File: config.mk
export PLATFORM = sky130hd
export DESIGN_NAME = cache_lru_nway
export DESIGN_NICKNAME = d
export VERILOG_FILES = /design/src/rtl/cache_lru_nway.sv
export SDC_FILE = /design/constraint.sdc
export NUM_CORES = 2
export LEC_CHECK = 0
export BUFFER_PORTS_ARGS = -buffer_cell sky130_fd_sc_hd__buf_2
export CAP_MARGIN = 20
export CORE_ASPECT_RATIO = 0.9
export CORE_MARGIN = 1
export CORE_UTILIZATION = 35
export DETAILED_ROUTE_END_ITERATION = 12
export GPL_TIMING_DRIVEN = 1
export PLACE_DENSITY = 0.49
export SLEW_MARGIN = 20
export SYNTH_ARGS = -nofsm -noshare
export SYNTH_HDL_FRONTEND = slang
export SYNTH_SLANG_ARGS = --single-unit
File: constraint.sdc
create_clock -name main_clk -period 36.4 [get_ports main_clk]
set_clock_uncertainty 0.2 [all_clocks]
set_input_delay 7.28 -clock main_clk [delete_from_list [all_inputs] [get_ports main_clk]]
set_output_delay 7.28 -clock main_clk [all_outputs]
set_load 0.02 [all_outputs]
File: src/rtl/cache_lru_nway.sv
// rtl/cache_lru_nway.sv - parametrised true-LRU tracker, RAM-backed, self-initialising (optional CACHE_LRU_DEMOTE_EN)
module cache_lru_nway #(
    parameter int WAYS     = 4,
    parameter int SET_BITS = 9,
    parameter int WAY_BITS = $clog2(WAYS)
) (
    input  logic                main_clk,
    input  logic                reset,
    output logic                ready,
    input  logic                access_valid,
    input  logic [SET_BITS-1:0] addr,
    input  logic                touch,
    input  logic [WAY_BITS-1:0] used_index,
`ifdef CACHE_LRU_DEMOTE_EN
    input  logic                demote,
`endif
    output logic                lru_valid,
    output logic [WAY_BITS-1:0] least_used_index
);

    localparam int VEC_W = WAYS * WAY_BITS;
    localparam int DEPTH = 1 << SET_BITS;

    typedef enum logic {S_INIT, S_RUN} state_t;

    state_t              r_state;
    state_t              w_state_next;
    logic [SET_BITS-1:0] r_counter;
    logic                w_init_we;
    logic [VEC_W-1:0]    w_init_vec;

    logic                w_accept;
    logic                r_s1_valid;
    logic [SET_BITS-1:0] r_s1_addr;
    logic                r_s1_touch;
    logic [WAY_BITS-1:0] r_s1_used;
    logic                w_demote;

    logic [VEC_W-1:0]    r_mem [0:DEPTH-1];
    logic [VEC_W-1:0]    r_rd_data;
    logic [VEC_W-1:0]    r_fwd_data;
    logic                r_fwd_hit;

    logic                w_we;
    logic                w_run_we;
    logic [SET_BITS-1:0] w_waddr;
    logic [VEC_W-1:0]    w_wdata;

    logic [VEC_W-1:0]    w_cur;
    logic [VEC_W-1:0]    w_new_vec;
    logic [WAY_BITS-1:0] w_a;
    logic [WAY_BITS-1:0] w_lru;

    assign ready    = (r_state == S_RUN);
    assign w_accept = access_valid & ready;

`ifdef CACHE_LRU_DEMOTE_EN
    logic r_s1_demote;

    // Demote request rides along with the rest of the stage-1 access fields
    always_ff @(posedge main_clk or posedge reset) begin
        if (reset) begin
            r_s1_demote <= 1'b0;
        end else begin
            r_s1_demote <= demote;
        end
    end

    assign w_demote = r_s1_demote;
`else
    assign w_demote = 1'b0;
`endif

    // Reset vector: way i gets age WAYS-1-i, making way 0 the LRU
    always_comb begin
        w_init_vec = '0;
        for (int i = 0; i < WAYS; i++) begin
            w_init_vec[i*WAY_BITS +: WAY_BITS] = WAY_BITS'(WAYS - 1 - i);
        end
    end

    // FSM state and sweep counter
    always_ff @(posedge main_clk or posedge reset) begin
        if (reset) begin
            r_state   <= S_INIT;
            r_counter <= '0;
        end else begin
            r_state <= w_state_next;
            if (w_init_we) begin
                r_counter <= r_counter + SET_BITS'(1);
            end
        end
    end

    // FSM next state: sweep every set once, then run
    always_comb begin
        w_state_next = r_state;
        w_init_we    = 1'b0;
        case (r_state)
            S_INIT: begin
                w_init_we = 1'b1;
                if (r_counter == {SET_BITS{1'b1}}) begin
                    w_state_next = S_RUN;
                end
            end
            S_RUN: begin
                w_state_next = S_RUN;
            end
            default: begin
                w_state_next = S_INIT;
            end
        endcase
    end

    // Stage 1: capture the access while the RAM read is in flight
    always_ff @(posedge main_clk or posedge reset) begin
        if (reset) begin
            r_s1_valid <= 1'b0;
            r_s1_addr  <= '0;
            r_s1_touch <= 1'b0;
            r_s1_used  <= '0;
            r_fwd_hit  <= 1'b0;
        end else begin
            r_s1_valid <= w_accept;
            r_s1_addr  <= addr;
            r_s1_touch <= touch;
            r_s1_used  <= used_index;
            r_fwd_hit  <= w_we && (w_waddr == addr);
        end
    end

    // Single write port shared by the init sweep and the touch update
    assign w_run_we = r_s1_valid & r_s1_touch;
    assign w_we     = w_init_we | w_run_we;
    assign w_waddr  = w_init_we ? r_counter : r_s1_addr;
    assign w_wdata  = w_init_we ? w_init_vec : w_new_vec;

    // Age RAM; the write landing with the read is captured for forwarding
    always_ff @(posedge main_clk) begin
        if (w_we) begin
            r_mem[w_waddr] <= w_wdata;
        end
        r_rd_data  <= r_mem[addr];
        r_fwd_data <= w_wdata;
    end

    // Find the LRU way and build the updated age vector
    always_comb begin
        w_cur     = r_fwd_hit ? r_fwd_data : r_rd_data;
        w_a       = '0;
        w_lru     = '0;
        w_new_vec = '0;
        for (int i = 0; i < WAYS; i++) begin
            if (WAY_BITS'(i) == r_s1_used) begin
                w_a = w_cur[i*WAY_BITS +: WAY_BITS];
            end
            if (w_cur[i*WAY_BITS +: WAY_BITS] == WAY_BITS'(WAYS - 1)) begin
                w_lru = WAY_BITS'(i);
            end
        end
        for (int i = 0; i < WAYS; i++) begin
            w_new_vec[i*WAY_BITS +: WAY_BITS] = w_cur[i*WAY_BITS +: WAY_BITS];
            if (WAY_BITS'(i) == r_s1_used) begin
                w_new_vec[i*WAY_BITS +: WAY_BITS] = w_demote ? WAY_BITS'(WAYS - 1) : '0;
            end else if (w_demote) begin
                if (w_cur[i*WAY_BITS +: WAY_BITS] > w_a) begin
                    w_new_vec[i*WAY_BITS +: WAY_BITS] = w_cur[i*WAY_BITS +: WAY_BITS] - WAY_BITS'(1);
                end
            end else begin
                if (w_cur[i*WAY_BITS +: WAY_BITS] < w_a) begin
                    w_new_vec[i*WAY_BITS +: WAY_BITS] = w_cur[i*WAY_BITS +: WAY_BITS] + WAY_BITS'(1);
                end
            end
        end
    end

    // Stage 2: register the pre-update LRU way
    always_ff @(posedge main_clk or posedge reset) begin
        if (reset) begin
            lru_valid        <= 1'b0;
            least_used_index <= '0;
        end else begin
            lru_valid        <= r_s1_valid;
            least_used_index <= w_lru;
        end
    end

endmodule

# Word-level counts from Yosys, hierarchy flattened
# Memory sizes are Yosys's and may differ from the RTL's. A register that Yosys moved wholly into a read port is not among the register bits.
# Index checks and enable logic that the tools add are counted.
# totals
regBits	35
mem_bits_rw	4096
in_bits	15
out_inout_bits	4
word_cells	57
memories	1
# classes
add_sub_neg	5
magnitude_cmp	4
n_eq_ne	8
muxes	23
bitwise	4
n_reduce_logical	2
# memory_table
name	depth	width	rd	rd_ports_with_merged_regs	wr	line_no	source
r_mem	512	8	1	1	1	39	logic [VEC_W-1:0] r_mem [0:DEPTH-1];
# op_table
cell	count
2-bit two-way mux	14
8-bit two-way mux	2
9-bit by 1-bit adder with 9-bit output (second input constant)	1
9-bit == test	1
9-bit == test (second input constant)	1
9-bit two-way mux	1
2-bit by 1-bit adder with 2-bit output (second input constant)	4
2-bit less-than comparator	4
2-bit == test (second input constant)	3
1-bit two-way mux	5
2-bit == test (first input constant)	2
1-bit bitwise AND	2
1-bit by 2-bit == test with 1-bit output (first input constant)	1
2-bit logical NOT	1
1-bit one-hot mux with 2 select lines	1
1-bit logical AND	1
1-bit NOT	1
1-bit bitwise OR	1

# Depth between registers and ports, before layout
# depth
depth_word	9
ltp_mapped	14
mapped_depth_nobuf	9

# Worst setup path before layout
# No wires, ideal clock.
# synth_timing
path_kind	reg-to-reg
from	reg r_fwd_hit
to	mem r_mem[0][0] (netlist name) (data pin)
setup_time_ns	4.264
arrival_ns	22.663
required_ns	31.936
slack_ns	9.273
path_stages_with_launch	9
n_path_buf	1
period_less_slack_ns	27.127
path_cell_list	dfrtp_1 > clkbuf_1 > mux2_2 > mux4_2 > inv_1 > ha_1 > a21oi_1 > nor2b_1 > o31ai_1
# synth_between
elab_chain_len	9
word_cells_on_any_way	10
cone_classes	1 x add/sub; 1 x order compare; 8 x mux
# synth_rtl
element	line_no	source
start, declared	42	logic r_fwd_hit;
start signal, assigned	128	r_fwd_hit <= w_we && (w_waddr == addr);
8-bit two-way mux *	149	w_cur = r_fwd_hit ? r_fwd_data : r_rd_data;
2-bit two-way mux (4 in series)	154	if (WAY_BITS'(i) == r_s1_used) begin
2-bit less-than comparator	170	if (w_cur[i*WAY_BITS +: WAY_BITS] < w_a) begin
2-bit two-way mux *	170	
2-bit two-way mux *	163	if (WAY_BITS'(i) == r_s1_used) begin
8-bit two-way mux *	136	assign w_wdata = w_init_we ? w_init_vec : w_new_vec;
via w_wdata[0]	47	logic [VEC_W-1:0] w_wdata;
end, declared	39	
# The timed path passes the listed nets; every way through them passes the cells marked *.

==> metrics <==
Worst-Margin Slew=1.154 ns; register cell area after layout=124000 µm²; GRT Util Overall=19.45%; Rel. slew slack=22.74%; RSZ-0062 raised after global routing=false; fin util=39.52%; PwrDens=53.43 nW/µm²; die width=721.7 µm; Mapped Area=163200 µm²; starting density of the core=35.20%; Sw Share=20.99%; largest net degree at the start of global routing=239; Syn Nets=8271; nets=8352; row count=237; CTS resizes=0; Max Freq=71.35 MHz; Yosys cell types=79; Initial DRC Count=9239; die area=468900 µm²; reg2reg start=r_fwd_hit; clk slew on worst S/H paths=0.06 ns; worst hold margin=0.3055 ns; CTS Root Buffer Type=clkbuf_16; CTS Sinks=4139; register bit total from synthesis=4139; Internal=7.733 mW; CTS Buf Count=418; total power=9.787 mW; DRT Pass-1 Iters=6; Worst Hold Depth=1; combinational share of power=2.8%; Clk network pwr share=44.5%; layout cells sized above 1=18.23%; register area share after synthesis=76.00%; clock buffer depth=4; htree depth=5; P&R area growth vs syn=12.27%; vias per cell=5.549; synthesized instance count=8247; Overflow after GRT=0; Critical Setup Path Class=in -> reg; critical path arrival=14.68 ns; # setup viols final=0; Post-synth EDFFs=4096; post-CTS setup buffer count=0; Worst setup EP type=flop; period utilisation layout=38.51%; Warnings, synthesis=0; critical path launch point type=primary input; # hold bufs at CTS=0; CTS tree=built; GPL Wtd Cong=0.8194; FF-to-FF setup slack=30.34 ns; main flop type after synthesis=edfxtp_1; Chip Height=649.7 µm; leakage power=56.33 nW; Final min period=14.02 ns; core area=463500 µm²; Setup Total Neg Slack=0 ns; reg-to-reg endpoint=r_mem[214][7]; drt wl/cell=31.38 µm; final instance area=183200 µm²; hold_sp=r_counter[7]; worst min path class=reg -> reg; vias in the first global route=82651; fraction of registers with async set/reset=0.6523%; worst-path fanout max=104; VDD IR max=37.79 µV; Post-Route WL=467800 µm; max_cap viols=0; net switching power=2.054 mW; DPL Wire Length=278800 µm; Reg power frac=52.7%; ANT nets after route=0; mean area per synthesized cell=19.78 µm²; PortBufs=18; Max Transition Viols Final=0; DRC=0; status=finished, final reports clean; multi-input logic area=35960 µm²; routed via count=82734; # fillers=41367; worst skew pair latency=1.01 ns; first-pass GRT wire length=655300 µm; Worst Path Required=37.07 ns; placed inst area=169300 µm²; R2R depth=11; WHS Endpoint=r_counter[7]; io pins=19; final hold violations=0; initial antenna violation count=31
## cell usage after synthesis, drive strengths merged, types with 8 or more instances
| master | number | share of area [%] |
|---|---|---|
| a22o | 15 | 0.081 |
| o221ai | 214 | 1.2 |
| a21oi | 102 | 0.31 |
| and2 | 27 | 0.10 |
| o31ai | 8 | 0.037 |
| nor3b | 18 | 0.086 |
| a211oi | 60 | 0.28 |
| a2111oi | 23 | 0.13 |
| mux2 | 22 | 0.15 |
| nand4 | 39 | 0.15 |
| a211o | 8 | 0.043 |
| mux2i | 656 | 4.0 |
| or2 | 20 | 0.077 |
| nor3 | 137 | 0.42 |
| dfxtp | 16 | 0.20 |
| nand2 | 220 | 0.51 |
| buf | 302 | 1.6 |
| nand2b | 23 | 0.088 |
| o21a | 13 | 0.060 |
| edfxtp | 4096 | 75 |
| nand3 | 46 | 0.14 |
| o22ai | 214 | 0.82 |
| o21ai | 111 | 0.34 |
| a2bb2oi | 8 | 0.043 |
| clkbuf | 220 | 0.51 |
| inv | 12 | 0.028 |
| o211ai | 8 | 0.037 |
| or3 | 21 | 0.081 |
| nor2b | 15 | 0.058 |
| a31oi | 16 | 0.061 |
| nor4 | 57 | 0.22 |
| dfrtp | 27 | 0.41 |
| mux4 | 733 | 10 |
| ha | 9 | 0.069 |
| and3 | 9 | 0.035 |
| nor2 | 615 | 1.4 |
| xor2 | 8 | 0.043 |
| xnor2 | 13 | 0.070 |
| o22a | 8 | 0.043 |
## layout make-up
type | count | area share, %
Inverter | 12 | 0.03142
Clock inverter | 255 | 1.404
Multi-Input combinational cell | 3574 | 19.63
Clock buffer | 525 | 6.084
Tap cell | 6214 | 4.244
Sequential cell | 4139 | 67.69
Timing Repair Buffer | 183 | 0.9098
Antenna cell | 7 | 0.009562
## worst max path at each step
stage / slack, ns / start / end
global placement: 21.43 / addr[0] / r_rd_data[5]
finish: 22.38 / addr[0] / r_rd_data[5]
global route: 22.14 / addr[0] / r_rd_data[3]
detailed placement: 21.52 / addr[0] / r_rd_data[5]
CTS: 22.59 / addr[0] / r_rd_data[5]
floorplan: 9.27 / r_fwd_hit / r_mem[0][0]
## per-layer routing
layer	routed length (µm)	share of wire, %	global-route usage (%)
met4	12570	2.7	5.029
met3	31160	6.7	2.956
met5	27	0.0058	0
met1	206400	44	28.29
met2	217600	47	30.62
## placed cells by master, fill, tap and decap left out, types with 56 or more instances in the layout
cell and n:
edfxtp_1 4096, clkbuf_16 428, mux4_2 687, buf_4 141, nor2_1 605, o221ai_1 209, a21oi_1 102, o22ai_1 213
nor3_1 128, clkinv_1 86, mux2i_1 656, o21ai_0 106, a211oi_1 56, clkbuf_1 90, nand2_1 203, clkinv_2 90
## kinds of logic after synthesis
logic type | count (synthesis) | synth area share, %
XOR/XNOR | 21 | 0.1127
multiplexers | 1411 | 14.40
AO/OA/AOI/OAI | 854 | 3.712
AND/OR/NAND/NOR | 1279 | 3.552
flip-flops | 4139 | 76.00
adder cells (fa/ha/maj) | 9 | 0.06902
buffers and inverters | 534 | 2.156
## critical path: stages
cell	delay, ns
buf_12	0.53
buf_4	0.75
buf_4	0.74
buf_4	0.87
buf_12	0.53
buf_4	0.80
mux4_2	0.62
nor4_1	0.30
a2111oi_0	0.12
nand4_1	0.20
nand4_1	0.71
and3_1	0.49
## state kept, by name, summed over array words and instances, names as in the netlist
signal,count
r_mem,4096
r_counter,9
r_s1_addr,9
r_fwd_data,8
r_rd_data,8
least_used_index,2
r_s1_used,2
lru_valid,1
r_fwd_hit,1
r_s1_touch,1
r_s1_valid,1
ready,1
## metrics by stage
step                      cells  setup WS, ns
after global placement    14115         21.43
after floorplan            8247         9.273
final                     14909         22.38
after global routing      14903         22.14
after detailed placement  14116         21.52
after CTS                 14896         22.59
## power groups by stage
stage / combinational, mW / clock (mW) / sequential, mW
global placement: 0.278 / 0 / 5.26
CTS: 0.278 / 4.42 / 5.16
floorplan: 0.187 / 0 / 5.26
detailed placement: 0.277 / 0 / 5.26
finish: 0.275 / 4.35 / 5.16
global route: 0.289 / 4.60 / 5.16
Power figures use the tool's default switching activity.
